**src/rtl/dm_load_wb.sv**
```systemverilog
// MEM/WB stage register and load-return path: aligns/extends the block-RAM or
// bridge read word one cycle after the address, flags bad loads, and holds load data across WB stalls.
module dm_load_wb #(
  parameter logic [31:0] DM_LIMIT     = 32'h0000_2000,
  parameter logic [31:0] PERIPH_BASE  = 32'h0000_7F00,
  parameter logic [31:0] PERIPH_LIMIT = 32'h0000_7F20
) (
  input  logic        clk,
  input  logic        reset,
  input  logic        stall,
  input  logic        flush,
  input  logic        m_valid,
  input  logic [2:0]  m_load_type,
  input  logic [31:0] m_addr,
  input  logic [31:0] m_result,
  input  logic [31:0] m_pc,
  input  logic [4:0]  m_rd,
  input  logic        m_regwrite,
  input  logic [31:0] dm_rdata,
  input  logic [31:0] bridge_rdata,
  output logic        w_valid,
  output logic [31:0] w_pc,
  output logic [4:0]  w_rd,
  output logic        w_regwrite,
  output logic [31:0] w_wdata,
  output logic        w_adel
);

  localparam logic [2:0] LT_NONE = 3'd0, LT_LW = 3'd1, LT_LH = 3'd2,
                         LT_LHU = 3'd3, LT_LB = 3'd4, LT_LBU = 3'd5;

  typedef enum logic {LIVE, HELD} state_t;

  typedef struct packed {
    logic [2:0]  lt;
    logic [1:0]  off;
    logic        periph;
    logic        rw;
    logic [31:0] result;
  } wb_t;

  wb_t         wb;
  state_t      state;
  logic [31:0] hold_reg;

  // MEM-side decode: codes 6/7 collapse to "no load" so they never raise adel.
  logic [2:0] m_lt;
  logic       m_in_dm, m_in_per, m_adel;

  always_comb begin
    m_lt     = (m_valid && m_load_type >= LT_LW && m_load_type <= LT_LBU) ? m_load_type : LT_NONE;
    m_in_dm  = m_addr < DM_LIMIT;
    m_in_per = (m_addr >= PERIPH_BASE) && (m_addr < PERIPH_LIMIT);
    m_adel   = 1'b0;
    if (m_lt != LT_NONE)
      m_adel = ((m_lt == LT_LW) && (m_addr[1:0] != 2'b00)) ||
               (((m_lt == LT_LH) || (m_lt == LT_LHU)) && m_addr[0]) ||
               (!m_in_dm && !m_in_per) ||
               (m_in_per && (m_lt != LT_LW));
  end

  always_ff @(posedge clk or negedge reset) begin
    if (!reset) begin
      w_valid <= 1'b0;
      w_pc    <= '0;
      w_rd    <= '0;
      w_adel  <= 1'b0;
      wb      <= '0;
    end else if (flush || (!stall && !m_valid)) begin
      w_valid <= 1'b0;
      w_pc    <= '0;
      w_rd    <= '0;
      w_adel  <= 1'b0;
      wb      <= '0;
    end else if (!stall) begin
      w_valid   <= 1'b1;
      w_pc      <= m_pc;
      w_rd      <= m_rd;
      w_adel    <= m_adel;
      wb.lt     <= m_lt;
      wb.off    <= m_addr[1:0];
      wb.periph <= m_in_per;
      wb.rw     <= m_regwrite;
      wb.result <= m_result;
    end
  end

  // Return-path alignment from the registered byte offset.
  logic [31:0] src, shifted, ext;
  logic [15:0] half;

  always_comb begin
    src     = wb.periph ? bridge_rdata : dm_rdata;
    shifted = src >> {wb.off, 3'b000};
    half    = wb.off[1] ? src[31:16] : src[15:0];
    case (wb.lt)
      LT_LW:   ext = src;
      LT_LH:   ext = {{16{half[15]}}, half};
      LT_LHU:  ext = {16'h0000, half};
      LT_LB:   ext = {{24{shifted[7]}}, shifted[7:0]};
      LT_LBU:  ext = {24'h000000, shifted[7:0]};
      default: ext = wb.result;
    endcase
  end

  // The RAM may change its output while WB is stalled, so snapshot the load value.
  always_ff @(posedge clk or negedge reset) begin
    if (!reset) begin
      state    <= LIVE;
      hold_reg <= '0;
    end else begin
      case (state)
        LIVE:
          if (stall && !flush && w_valid && !w_adel && (wb.lt != LT_NONE)) begin
            hold_reg <= ext;
            state    <= HELD;
          end
        HELD:
          if (!stall || flush) state <= LIVE;
        default: state <= LIVE;
      endcase
    end
  end

  always_comb begin
    w_regwrite = w_valid & wb.rw & ~w_adel & (w_rd != 5'd0);
    if (w_adel)
      w_wdata = '0;
    else if (wb.lt != LT_NONE && state == HELD)
      w_wdata = hold_reg;
    else
      w_wdata = ext;
  end

endmodule

```
**config.mk**
```make
export PLATFORM = sky130hd
export DESIGN_NAME = dm_load_wb
export DESIGN_NICKNAME = d
export VERILOG_FILES = /design/src/rtl/dm_load_wb.sv
export SDC_FILE = /design/constraint.sdc
export NUM_CORES = 1
export LEC_CHECK = 0
export BUFFER_PORTS_ARGS = -buffer_cell sky130_fd_sc_hd__buf_2
export CAP_MARGIN = 10
export CORE_MARGIN = 2
export CORE_UTILIZATION = 50
export DETAILED_ROUTE_END_ITERATION = 12
export GPL_ROUTABILITY_DRIVEN = 0
export PLACE_DENSITY_LB_ADDON = 0.25
export SYNTH_ARGS = -nofsm -noshare
export SYNTH_HDL_FRONTEND = slang
export SYNTH_SLANG_ARGS = --single-unit
```
**constraint.sdc**
```tcl
create_clock -name clk -period 2.8 [get_ports clk]
set_input_delay 0.28 -clock clk [delete_from_list [all_inputs] [get_ports clk]]
set_output_delay 0.28 -clock clk [all_outputs]
set_load 0.005 [all_outputs]
```
==> Word level (Yosys, flattened, before mapping) <==
Cells that the tools add are included.
{ "word_totals": {"register_bits": 111, "input_bits": 174, "out_inout_bits": 72, "word_cells": 82} }
{ "classes": {"n_lt_le_gt_ge": 5, "n_eq_ne": 10, "shifts": 1, "muxes": 20, "n_bitwise": 5, "reduce_logical": 30} }
{ "op_table": {"columns": ["op", "count"], "rows": [
  ["two-way mux 32 bit", 5],
  ["case mux 32 bit (5 select lines)", 1],
  ["two-way mux 39 bit", 2],
  [">= comparator 32 x 15 -> 1 bit (second input constant)", 1],
  ["< comparator 32 x 14 -> 1 bit (second input constant)", 1],
  ["< comparator 32 x 15 -> 1 bit (second input constant)", 1],
  [">> shifter 32 x 5 -> 8 bit", 1],
  ["two-way mux 16 bit", 1],
  ["logical AND 1 bit", 13],
  ["equality test 3 x 2 -> 1 bit (second input constant)", 4],
  ["two-way mux 5 bit", 2],
  ["two-way mux 1 bit", 7],
  ["equality test 3 x 1 -> 1 bit (second input constant)", 2],
  ["equality test 3 bit (second input constant)", 2],
  ["logical NOT 1 bit", 6],
  ["logical OR 1 bit", 6],
  ["nonzero test 3 bit", 2],
  ["nonzero test 5 bit", 1],
  ["AND 1 bit", 3],
  [">= comparator 3 x 1 -> 1 bit (second input constant)", 1],
  ["less-or-equal comparator 3 bit (second input constant)", 1],
  ["two-way mux 3 bit", 1],
  ["inequality test 3 x 1 -> 1 bit (second input constant)", 1],
  ["inequality test 2 x 1 -> 1 bit (second input constant)", 1],
  ["other kinds (4)", 5]
]} }

==> Longest topological paths before layout <==
Gate-level depths: netlist (run 1).
{ "depth": {"depth_word": 13, "depth_mapped": 9} }

==> Worst setup path before layout (run 1) <==
Ideal clock, no wire load.
{ "synth_path": {"path_type": "register to output", "startpoint": "register wb[33] (netlist bit)", "endpoint": "output w_wdata[10]", "arrival_ns": 1.736, "t_required_ns": 2.520, "path_slack_ns": 0.784, "path_stages_with_launch": 8, "path_buffers": 2, "cell_sequence": "dfrtp_1 -> buf_2 -> buf_4 -> mux2_2 -> a222oi_1 -> a21oi_1 -> a31oi_1 -> a211oi_1"} }
{ "synth_between": {"elab_chain_len": 5, "elab_cells_between_ends": 6, "classes_between": "shift: 1; mux: 5"} }
{ "synth_rtl": {"columns": ["item", "line", "source"], "rows": [
  ["from (decl)", "42", "wb_t wb;"],
  ["two-way mux 32 bit (*)", "93", "src = wb.periph ? bridge_rdata : dm_rdata;"],
  [">> shifter 32 x 5 -> 8 bit / two-way mux 16 bit (equally long branches)", "94, 95", null],
  ["case mux 32 bit (5 select lines) (*)", "96", "case (wb.lt)"],
  ["two-way mux 32 bit (*)", "129", "else if (wb.lt != LT_NONE && state == HELD)"],
  ["two-way mux 32 bit (*)", "127", "if (w_adel)"],
  ["to (decl)", "25", "output logic [31:0] w_wdata,"]
]} }
Mark *: on every way between the ends. The rest lies on a longest branch, timed or not.

==> Final worst setup path (run 1) <==
{ "layout_path": {"startpoint": "register wb[35] (netlist bit)", "endpoint": "output w_wdata[9]"} }
{ "layout_between": {"elab_chain_len": 4, "elab_cells_between_ends": 5, "classes_between": "shift: 1; mux: 4"} }
{ "layout_rtl": {"columns": ["item", "line"], "rows": [
  [">> shifter 32 x 5 -> 8 bit / two-way mux 16 bit (equally long branches)", "94, 95"],
  ["case mux 32 bit (5 select lines) (*)", "96"],
  ["two-way mux 32 bit (*)", "129"],
  ["two-way mux 32 bit (*)", "127"]
]} }
Marks and branches as above.

==> results of run 1 <==
==> cells by family (layout without fill, tap and decap cells) <==
kind of cell	Yosys count	in the layout	synth area share [%]
AO/OA/AOI/OAI	261	261	28.5
AND/OR/NAND/NOR	153	153	11.1
flip-flops	111	111	43.1
multiplexers	66	66	12.2
XOR/XNOR	1	1	0.136
buffers and inverters	62	294	4.95
==> power by group <==
group / internal, mW / leakage, nW / switching, mW / total (mW)
Combinational: 0.297 / 2.23 / 0.337 / 0.634
Clock: 0.709 / 0.151 / 0.634 / 1.34
Sequential: 1.69 / 1.50 / 0.0655 / 1.76
==> cell type report <==
| class | instances | share of cell area, % |
|---|---|---|
| Sequential cell | 111 | 33.6 |
| Clock buffer | 9 | 2.72 |
| Multi-Input combinational cell | 481 | 41.4 |
| Tap cell | 172 | 2.60 |
| Inverter | 4 | 0.181 |
| Timing Repair Buffer | 275 | 18.5 |
| Clock inverter | 6 | 0.967 |
==> through the flow <==
stage               std cells  util (%)
floorplan                 654         -
global placement         1034      61.9
detailed placement       1034      61.9
CTS                      1052      64.6
global route             1058      65.6
finish                   1058      65.6
==> layout by cell type (no fill, tap or decap), types with 3 or more instances in the layout <==
master and instances:
o21ai_0 42, nand2b_1 4, nor2_2 3, o211ai_1 3, o31a_1 7, nor3_1 9, dfrtp_1 107, nor4_1 5
a21oi_2 5, buf_4 26, mux4_2 7, a211oi_1 15, nand2_1 56, buf_2 241, a31oi_2 4, mux2i_1 35
a21oi_1 33, a22o_1 72, buf_6 4, o21ai_1 35, dfrtp_2 3, mux2_2 20, clkbuf_16 10, nor3b_4 3
a31oi_1 11, a311oi_1 7, nor2_1 55, inv_1 3, a22oi_1 9, buf_12 3, a222oi_1 7
==> worst min path at each step <==
stage,from,to,slack [ns],depth (start not counted)
detailed placement,reset,hold_reg[5]$_DFFE_PN0P_,0.40,1
floorplan,reset,hold_reg[0]$_DFFE_PN0P_,-0.02,0
finish,reset,hold_reg[5]$_DFFE_PN0P_,-0.02,1
global placement,reset,hold_reg[5]$_DFFE_PN0P_,0.39,1
CTS,reset,hold_reg[5]$_DFFE_PN0P_,0.02,1
global route,reset,hold_reg[5]$_DFFE_PN0P_,0.05,1
==> per-layer routing <==
metal	GRT usage, %	up-vias
met1	36.7	3145
li1	-	2940
met4	13.3	2
met3	5.38	46
met2	51.5	349
met5	0	-
==> what timing repair did <==
action                                  CTS  global route
endpoints found under the setup margin   31            29
gates resized for setup                   3            18
setup buffers                             3             5
cloned                                    0             1
pin swaps                                 1            10
==> flow_metrics.py, run 1 <==
metrics = {
    "clocking": {
        "cts_buffers": 9,
        "postCtsHoldBufs": 0,
        "cts_htree_levels": 3,
        "cts.sinks": 111,
        "clk_path_buf_depth": 2,
        "clockRootBuffer": "clkbuf_16",
        "cts_tree": "built",
        "worstSkewPairLatency_ns": 0.35,
        "clk_pin_slew_worst_paths_ns": 0.08,
    },
    "detailed_routing": {
        "routedWlPerCell_um": 19.9,
        "drt-met1-wl_mm": 8.10,
        "vias": 6482,
        "ant_nets": 0,
        "routed_wl_mm": 21.0,
        "top_layer": "met5",
        "drt-pass1-iter-count": 6,
        "wl_met2_mm": 10.4,
        "wl_met3_mm": 1.73,
        "drc": 0,
        "drtIter0Drc": 533,
        "viasPerCell": 6.13,
    },
    "floorplanning": {
        "row_count": 41,
        "dieArea_um2": 13800,
        "die_w_um": 118,
        "initial_utilization_pct": 51.1,
        "placeableCoreArea_um2": 12600,
        "die_y_um": 118,
        "boundaryPins": 246,
    },
    "layout": {
        "diodes": 0,
        "final_area_um2": 8280,
        "largest_reg_flops": 39,
        "regArea_um2": 2790,
        "multi_input_area_um2": 3430,
        "final_nets": 1056,
        "final_layout_size_suffix_gt1_share_pct": 39.4,
        "area_delta_synth_final_pct": 28.5,
        "num-fill-cells": 1061,
    },
    "power_and_ir_drop": {
        "peakVddDrop_mv": 0.320,
        "power.total_mw": 3.74,
        "leakagePower_nw": 3.87,
        "powerDensity_nw_per_um2": 451,
    },
    "hold_path": {
        "hp-class": "in2async",
    },
    "timing": {
        "setup_ws_ns": -0.0284,
        "period_needed_ns": 2.83,
        "min_period_over_period_pct": 101,
        "maxSlewHeadroom_pct": 47.0,
        "finalSetupViolCount": 1,
        "fin_tns_setup_ns": -0.0284,
        "rsz0062_at_grt": "yes",
        "fmax_mhz": 354,
        "timing.hold.ws_ns": -0.0160,
        "final_max_slew_viol_count": 0,
        "max_slew.worst_pin.slew_ns": 0.795,
        "hold_viol": 5,
        "fin_skew_ns": 0.00616,
    },
    "placement": {
        "io_buffer_count": 242,
        "place_area_um2": 7810,
        "dp_hpwl_mm": 15.6,
        "pre_cts_ws_ns": 0.277,
    },
    "setup_path": {
        "crit_path_end": "w_wdata[9]",
        "crit_path_top_delay_cell": "a222oi_1",
        "cp_top_family": "compound AO/OA/AOI/OAI gates",
        "crit_chain": "buf_12, mux2_2, a222oi_1, a21oi_1, a31oi_2, a211oi_1, buf_2",
        "critPathLaunch": "wb[35]$_DFFE_PN0P_",
        "setup.worst_path.class": "reg2out",
        "r2r_cells": 6,
        "critPathBufInv": 2,
        "critPathLaunchType": "flop",
        "max_stage_delay_ns": 0.52,
        "rrSetupSlack_ns": 0.63,
        "r2r_start": "wb[35]$_DFFE_PN0P_",
        "r2r-end": "hold_reg[9]$_DFFE_PN0P_",
        "worstPathArrival_ns": 2.55,
        "worst_ep_required_time_ns": 2.52,
        "cp-end-kind": "primary output",
        "cp_max_fo": 13,
        "cp.depth": 7,
    },
    "synthesis": {
        "yosysTopAreaCellShare_pct": 43.1,
        "synth_cells": 654,
        "synth-async-reset-ratio_pct": 100,
        "yosysTopAreaCell": "dfrtp_1",
        "syn-cell-area_um2": 6440,
        "synth-edff-count": 0,
        "seq_area_frac_synth_pct": 43.1,
        "yosys-top-cells-count": "111 x dfrtp_1, 73 x a22o_1, 57 x nor2_1, 56 x nand2_1, 43 x o21ai_0",
        "synth_flop_cell": "dfrtp_1",
        "syn-num-nets": 828,
        "ys_warn_count": 0,
        "syn_area_per_cell_um2": 9.85,
        "synthTopCellsByArea": "dfrtp_1 43%, a22o_1 9.9%, mux2i_1 5.4%, mux2_2 3.5%, o21ai_0 3.3%",
        "synth_most_common_cell": "dfrtp_1",
        "synth-seq-cells": 111,
        "yosysUniqueCellTypes": 54,
    },
    "grt": {
        "grt_overflow_total": 0,
        "grt_pass1_vias": 6386,
        "antenna_found_initial": 1,
        "grt_first_pass_wirelength_mm": 32.7,
        "grt_max_degree": 77,
        "grt_usage_pct": 29.9,
    },
    "job": {
        "cap_violations": 0,
    },
    "status": {
        "outcome": "complete, but fails checks",
        "violations": "negative hold slack, negative setup slack",
    },
}
(Power assumes the default switching activity.)
==> run 2, diff against run 1 <==
--- a/config.mk
+++ b/config.mk
@@ -7,11 +7,12 @@
 export LEC_CHECK = 0
 export BUFFER_PORTS_ARGS = -buffer_cell sky130_fd_sc_hd__buf_2
 export CAP_MARGIN = 10
-export CORE_MARGIN = 2
+export CORE_MARGIN = 3
 export CORE_UTILIZATION = 50
 export DETAILED_ROUTE_END_ITERATION = 12
 export GPL_ROUTABILITY_DRIVEN = 0
 export PLACE_DENSITY_LB_ADDON = 0.25
+export SETUP_SLACK_MARGIN = 0.5
 export SYNTH_ARGS = -nofsm -noshare
 export SYNTH_HDL_FRONTEND = slang
 export SYNTH_SLANG_ARGS = --single-unit
==> run 2 against run 1 <==
The run ends with negative hold slack left. Sequential power is essentially flat. Final area increased by 9.3%. Maximum frequency grew 1.4%. Count of clock-buffer cells in the layout rose by 3. Power decreased by 0.24%. Worst hold slack improved by 0.0017 ns. Via count is 4.1% higher. Critical path depth grew 2. Global-route usage down 0.30 points. Clock skew increased by 0.0019 ns. Combinational power up 16%. Die area rose by 3.4%. Critical path type unchanged. Critical endpoint is now w_wdata[11]. Largest cell class unchanged. Highest routed layer is now met4.
==> flow_metrics.py, run 2 (synthesis results as in run 1) <==
metrics = {
    "detailed_routing": {
        "wl_met3_mm": 2.01,
        "drc": 0,
        "viasPerCell": 6.21,
        "drtIter0Drc": 584,
        "drt-pass1-iter-count": 6,
        "top_layer": "met4",
        "ant_nets": 0,
        "wl_met2_mm": 11.5,
        "vias": 6745,
        "routed_wl_mm": 23.0,
        "routedWlPerCell_um": 21.2,
        "drt-met1-wl_mm": 8.60,
    },
    "placement": {
        "dp.cells": 1032,
        "pre_cts_ws_ns": 0.210,
        "io_buffer_count": 242,
        "dp_hpwl_mm": 15.7,
    },
    "layout": {
        "fin_cells": 1086,
        "largest_reg_flops": 39,
        "num-fill-cells": 894,
        "layout_common_cells": "241 x buf_2, 107 x dfrtp_1, 72 x a22o_1, 56 x nand2_1, 54 x nor2_1",
        "diodes": 0,
        "layout_commonest_cell": "buf_2",
        "area_delta_synth_final_pct": 40.5,
        "final_core_util_pct": 73.5,
        "final_nets": 1087,
        "final_layout_size_suffix_gt1_share_pct": 47.7,
    },
    "timing": {
        "finalSetupViolCount": 0,
        "rsz0062_at_grt": "yes",
        "fin_skew_ns": 0.00805,
        "period_needed_ns": 2.79,
        "setup_ws_ns": 0.00958,
        "final_max_slew_viol_count": 0,
        "max_slew.worst_pin.slew_ns": 0.780,
        "hold_viol": 9,
        "min_period_over_period_pct": 99.7,
        "fmax_mhz": 358,
        "fin_tns_setup_ns": 0,
        "maxSlewHeadroom_pct": 47.9,
        "timing.hold.ws_ns": -0.0144,
    },
    "clocking": {
        "cts_htree_levels": 3,
        "postCtsHoldBufs": 0,
        "clockRootBuffer": "clkbuf_16",
        "cts_buffers": 9,
        "worstSkewPairLatency_ns": 0.36,
        "cts_tree": "built",
        "cts.sinks": 111,
        "clk_pin_slew_worst_paths_ns": 0.07,
        "clk_path_buf_depth": 2,
    },
    "power_and_ir_drop": {
        "powerDensity_nw_per_um2": 412,
        "power.total_mw": 3.73,
        "peakVddDrop_mv": 0.349,
        "leakagePower_nw": 4.15,
    },
    "setup_path": {
        "worstPathArrival_ns": 2.51,
        "cp_max_fo": 6,
        "rrSetupSlack_ns": 0.57,
        "r2r-end": "hold_reg[11]$_DFFE_PN0P_",
        "critPathLaunchType": "flop",
        "cp-end-kind": "primary output",
        "worst_ep_required_time_ns": 2.52,
        "r2r_start": "wb[35]$_DFFE_PN0P_",
        "setup.worst_path.class": "reg2out",
        "r2r_cells": 9,
    },
    "floorplanning": {
        "dieArea_um2": 14300,
        "row_count": 40,
        "die_y_um": 120,
        "boundaryPins": 246,
        "placeableCoreArea_um2": 12300,
        "die_w_um": 120,
        "initial_utilization_pct": 52.3,
    },
    "job": {
        "cap_violations": 0,
    },
    "grt": {
        "grt_overflow_total": 0,
        "grt_first_pass_wirelength_mm": 33.2,
        "antenna_found_initial": 0,
        "grt_max_degree": 62,
        "grt_pass1_vias": 6381,
        "grt_usage_pct": 29.5,
    },
    "status": {
        "violations": "negative hold slack",
        "outcome": "complete, but fails checks",
    },
    "hold_path": {
        "hp-class": "in2async",
    },
}
[run 2: power by group]
group | switching [mW] | internal, mW
logic | 0.386 | 0.346
clock network | 0.602 | 0.633
registers | 0.0652 | 1.69
[run 2: what timing repair did]
action | 4_1_cts | 5_1_grt
setup buffers | 15 | 20
gates resized for setup | 35 | 99
setup endpoints to repair | 34 | 32
pin swaps | 16 | 33
cloned | 2 | 1
[run 2: worst max-delay path: stages, from the launching register on]
cell and delay, ns:
dfrtp_2 0.49, buf_12 0.16, buf_16 0.14, mux2_4 0.31, a222oi_1 0.29, buf_4 0.21, a21oi_1 0.08, a31oi_2 0.22
a211oi_2 0.11, buf_2 0.14
[run 2: worst max-delay path by stage]
stage	start	to	cells after the start	slack (ns)
floorplan	wb[33]$_DFFE_PN0P_	w_wdata[10]	7	0.78
global placement	wb[33]$_DFFE_PN0P_	w_wdata[2]	6	0.28
detailed placement	wb[33]$_DFFE_PN0P_	w_wdata[9]	6	0.21
CTS	wb[35]$_DFFE_PN0P_	w_wdata[16]	8	0.12
global route	wb[35]$_DFFE_PN0P_	w_wdata[12]	8	-0.05
finish	wb[35]$_DFFE_PN0P_	w_wdata[11]	9	0.01
[run 2: layer usage]
| layer | track usage, % | vias to the layer above |
|---|---|---|
| li1 | - | 3009 |
| met1 | 37.0 | 3266 |
| met2 | 50.6 | 399 |
| met3 | 5.51 | 71 |
| met4 | 11.8 | 0 |
| met5 | 0 | - |
[run 2: final cells by class]
class,instances,area [um2],share of cell area (%)
clock inverter,4,31.3,0.345
sequential,111,2790,30.8
multi-input combinational,481,3890,43.0
clock buffer,12,246,2.72
inverter,4,15.0,0.166
timing repair buffer,306,1870,20.7
tap,168,210,2.32
[run 2: per-stage QoR]
stage | hold WS (ns) | cell area, um2
2_1_floorplan | -0.0156 | 6440
3_3_place_gp | 0.379 | 7840
3_5_place_dp | 0.390 | 7840
4_1_cts | 0.0141 | 8410
5_1_grt | 0.0327 | 9050
6_report | -0.0144 | 9050
==> run 3, diff against run 2 <==
--- a/config.mk
+++ b/config.mk
@@ -5,13 +5,14 @@
 export SDC_FILE = /design/constraint.sdc
 export NUM_CORES = 1
 export LEC_CHECK = 0
+export ABC_CLOCK_PERIOD_IN_PS = 2800
 export BUFFER_PORTS_ARGS = -buffer_cell sky130_fd_sc_hd__buf_2
 export CAP_MARGIN = 10
 export CORE_MARGIN = 3
 export CORE_UTILIZATION = 50
 export DETAILED_ROUTE_END_ITERATION = 12
 export GPL_ROUTABILITY_DRIVEN = 0
-export PLACE_DENSITY_LB_ADDON = 0.25
+export PLACE_DENSITY = 0.81
 export SETUP_SLACK_MARGIN = 0.5
 export SYNTH_ARGS = -nofsm -noshare
 export SYNTH_HDL_FRONTEND = slang
==> run 3 against run 2 <==
The run ends with negative setup slack left. Global-route usage is 0.98 points higher. Critical path depth stayed put. Maximum frequency is 4.0% lower. Final area up 1.9%. Count of clock-buffer cells in the layout shrank 3. Highest routed layer is now met5. First-iteration DRC count up 46%. Clock power about the same. Worst hold slack gained 0.15 ns. Flip-flop and latch count unchanged. Die area is the same. Critical endpoint is now w_wdata[8]. Routed wire length up 9.9%. Core utilization up 1.4 points.
==> flow_metrics.py, run 3 (synthesis results as in run 1) <==
metrics = {
    "status": {
        "outcome": "complete, but fails checks",
        "violations": "negative setup slack",
    },
    "timing": {
        "rsz0062_at_grt": "yes",
        "maxSlewHeadroom_pct": 46.1,
        "hold_viol": 0,
        "fmax_mhz": 344,
        "max_slew.worst_pin.slew_ns": 0.808,
        "min_period_over_period_pct": 104,
        "fin_skew_ns": 0.0107,
        "setup_ws_ns": -0.108,
        "final_max_slew_viol_count": 0,
        "period_needed_ns": 2.91,
        "finalSetupViolCount": 17,
    },
    "setup_path": {
        "max_stage_delay_ns": 0.55,
        "critPathBufInv": 4,
        "crit_chain": "buf_12, buf_4, mux2_2, a222oi_1, buf_4, a21oi_4, a31oi_4, a211oi_2, buf_2",
        "setup.worst_path.class": "reg2out",
        "cp_max_fo": 6,
        "cp_top_family": "compound AO/OA/AOI/OAI gates",
        "crit_path_top_delay_cell": "dfrtp_4",
        "critPathLaunchType": "flop",
        "worst_ep_required_time_ns": 2.52,
        "cp-end-kind": "primary output",
        "crit_top_cell": "buf_4",
        "worstPathArrival_ns": 2.63,
    },
    "layout": {
        "final_area_um2": 9220,
        "layout_common_cells": "242 x buf_2, 107 x dfrtp_1, 72 x a22o_1, 56 x nand2_1, 55 x nor2_1",
        "largest_reg_flops": 39,
        "area_delta_synth_final_pct": 43.1,
        "fin_cells": 1102,
        "final_nets": 1102,
        "final_core_util_pct": 74.9,
        "final_layout_size_suffix_gt1_share_pct": 48.0,
        "layout_commonest_cell": "buf_2",
    },
    "clocking": {
        "cts_buffers": 9,
        "cts_htree_levels": 3,
        "clk_pin_slew_worst_paths_ns": 0.08,
        "cts_tree": "built",
        "worstSkewPairLatency_ns": 0.36,
        "clk_path_buf_depth": 2,
        "cts.sinks": 111,
        "clockRootBuffer": "clkbuf_16",
    },
    "grt": {
        "grt_first_pass_wirelength_mm": 34.5,
        "grt_overflow_total": 0,
        "antenna_found_initial": 2,
        "grt_max_degree": 56,
        "grt_pass1_vias": 6471,
        "grt_usage_pct": 30.5,
    },
    "floorplanning": {
        "die_y_um": 120,
        "row_count": 40,
        "die_w_um": 120,
        "initial_utilization_pct": 52.3,
        "boundaryPins": 246,
        "dieArea_um2": 14300,
        "placeableCoreArea_um2": 12300,
    },
    "power_and_ir_drop": {
        "peakVddDrop_mv": 0.409,
        "power.total_mw": 3.80,
        "leakagePower_nw": 4.26,
        "powerDensity_nw_per_um2": 412,
    },
    "detailed_routing": {
        "wl_met3_mm": 2.76,
        "ant_nets": 0,
        "vias": 7078,
        "drc": 0,
        "routed_wl_mm": 25.3,
        "wl_met2_mm": 12.6,
        "drtIter0Drc": 851,
        "viasPerCell": 6.42,
        "top_layer": "met5",
        "drt-pass1-iter-count": 8,
        "drt-met1-wl_mm": 8.73,
        "routedWlPerCell_um": 22.9,
    },
    "placement": {
        "dp_hpwl_mm": 15.6,
        "pre_cts_ws_ns": 0.259,
        "io_buffer_count": 242,
        "place_area_um2": 7800,
        "dp.cells": 1029,
    },
    "job": {
        "cap_violations": 0,
    },
    "hold_path": {
        "hp-class": "in2reg",
    },
}
## run 3: power breakdown
part	switching (mW)	internal [mW]	leakage [nW]
combinational	0.401	0.359	2.62
sequential	0.0711	1.69	1.50
clock	0.648	0.626	0.145
total	1.12	2.68	4.26
## run 3: worst paths after layout
kind	startpoint	to	cells past startpoint	slack [ns]
worst max-delay path	wb[33]$_DFFE_PN0P_	w_wdata[8]	9	-0.11
worst min-delay path	m_pc[28]	w_pc[28]$_DFFE_PN0P_	2	0.13
worst max register to register	wb[35]$_DFFE_PN0P_	hold_reg[15]$_DFFE_PN0P_	14	0.34
worst min register to register	hold_reg[16]$_DFFE_PN0P_	hold_reg[16]$_DFFE_PN0P_	2	0.49
max in group asynchronous	reset	hold_reg[16]$_DFFE_PN0P_	3	1.40
min in group asynchronous	reset	hold_reg[5]$_DFFE_PN0P_	2	0.45
## run 3: layout make-up
class                      instances  area (um2)
antenna                            1        2.50
clock buffer                       9         225
clock inverter                     7        63.8
fill                             859        3090
inverter                           4        15.0
multi-input combinational        481        3840
sequential                       111        2790
tap                              168         210
timing repair buffer             321        2080
## run 3: routing by layer
metal	up-vias	GRT usage, %
li1	3033	-
met1	3377	37.1
met2	555	53.5
met3	111	8.20
met4	2	8.66
met5	-	0
## run 3: timing repair
item,4_1_cts,5_1_grt
buffers inserted,29,21
endpoints found under the setup margin,48,50
gates resized for setup,68,68
endpoints found under the hold margin,42,0
pin swaps,53,34
gates cloned,3,2
hold buffers,1,0
## run 3: stage by stage
| step | hold WS (ns) | setup TNS (ns) |
|---|---|---|
| final | 0.131 | -0.642 |
| after floorplan | -0.0156 | 0 |
| after detailed placement | 0.298 | 0 |
| after global routing | 0.126 | -1.61 |
| after CTS | 0.126 | 0 |
| after global placement | 0.302 | 0 |
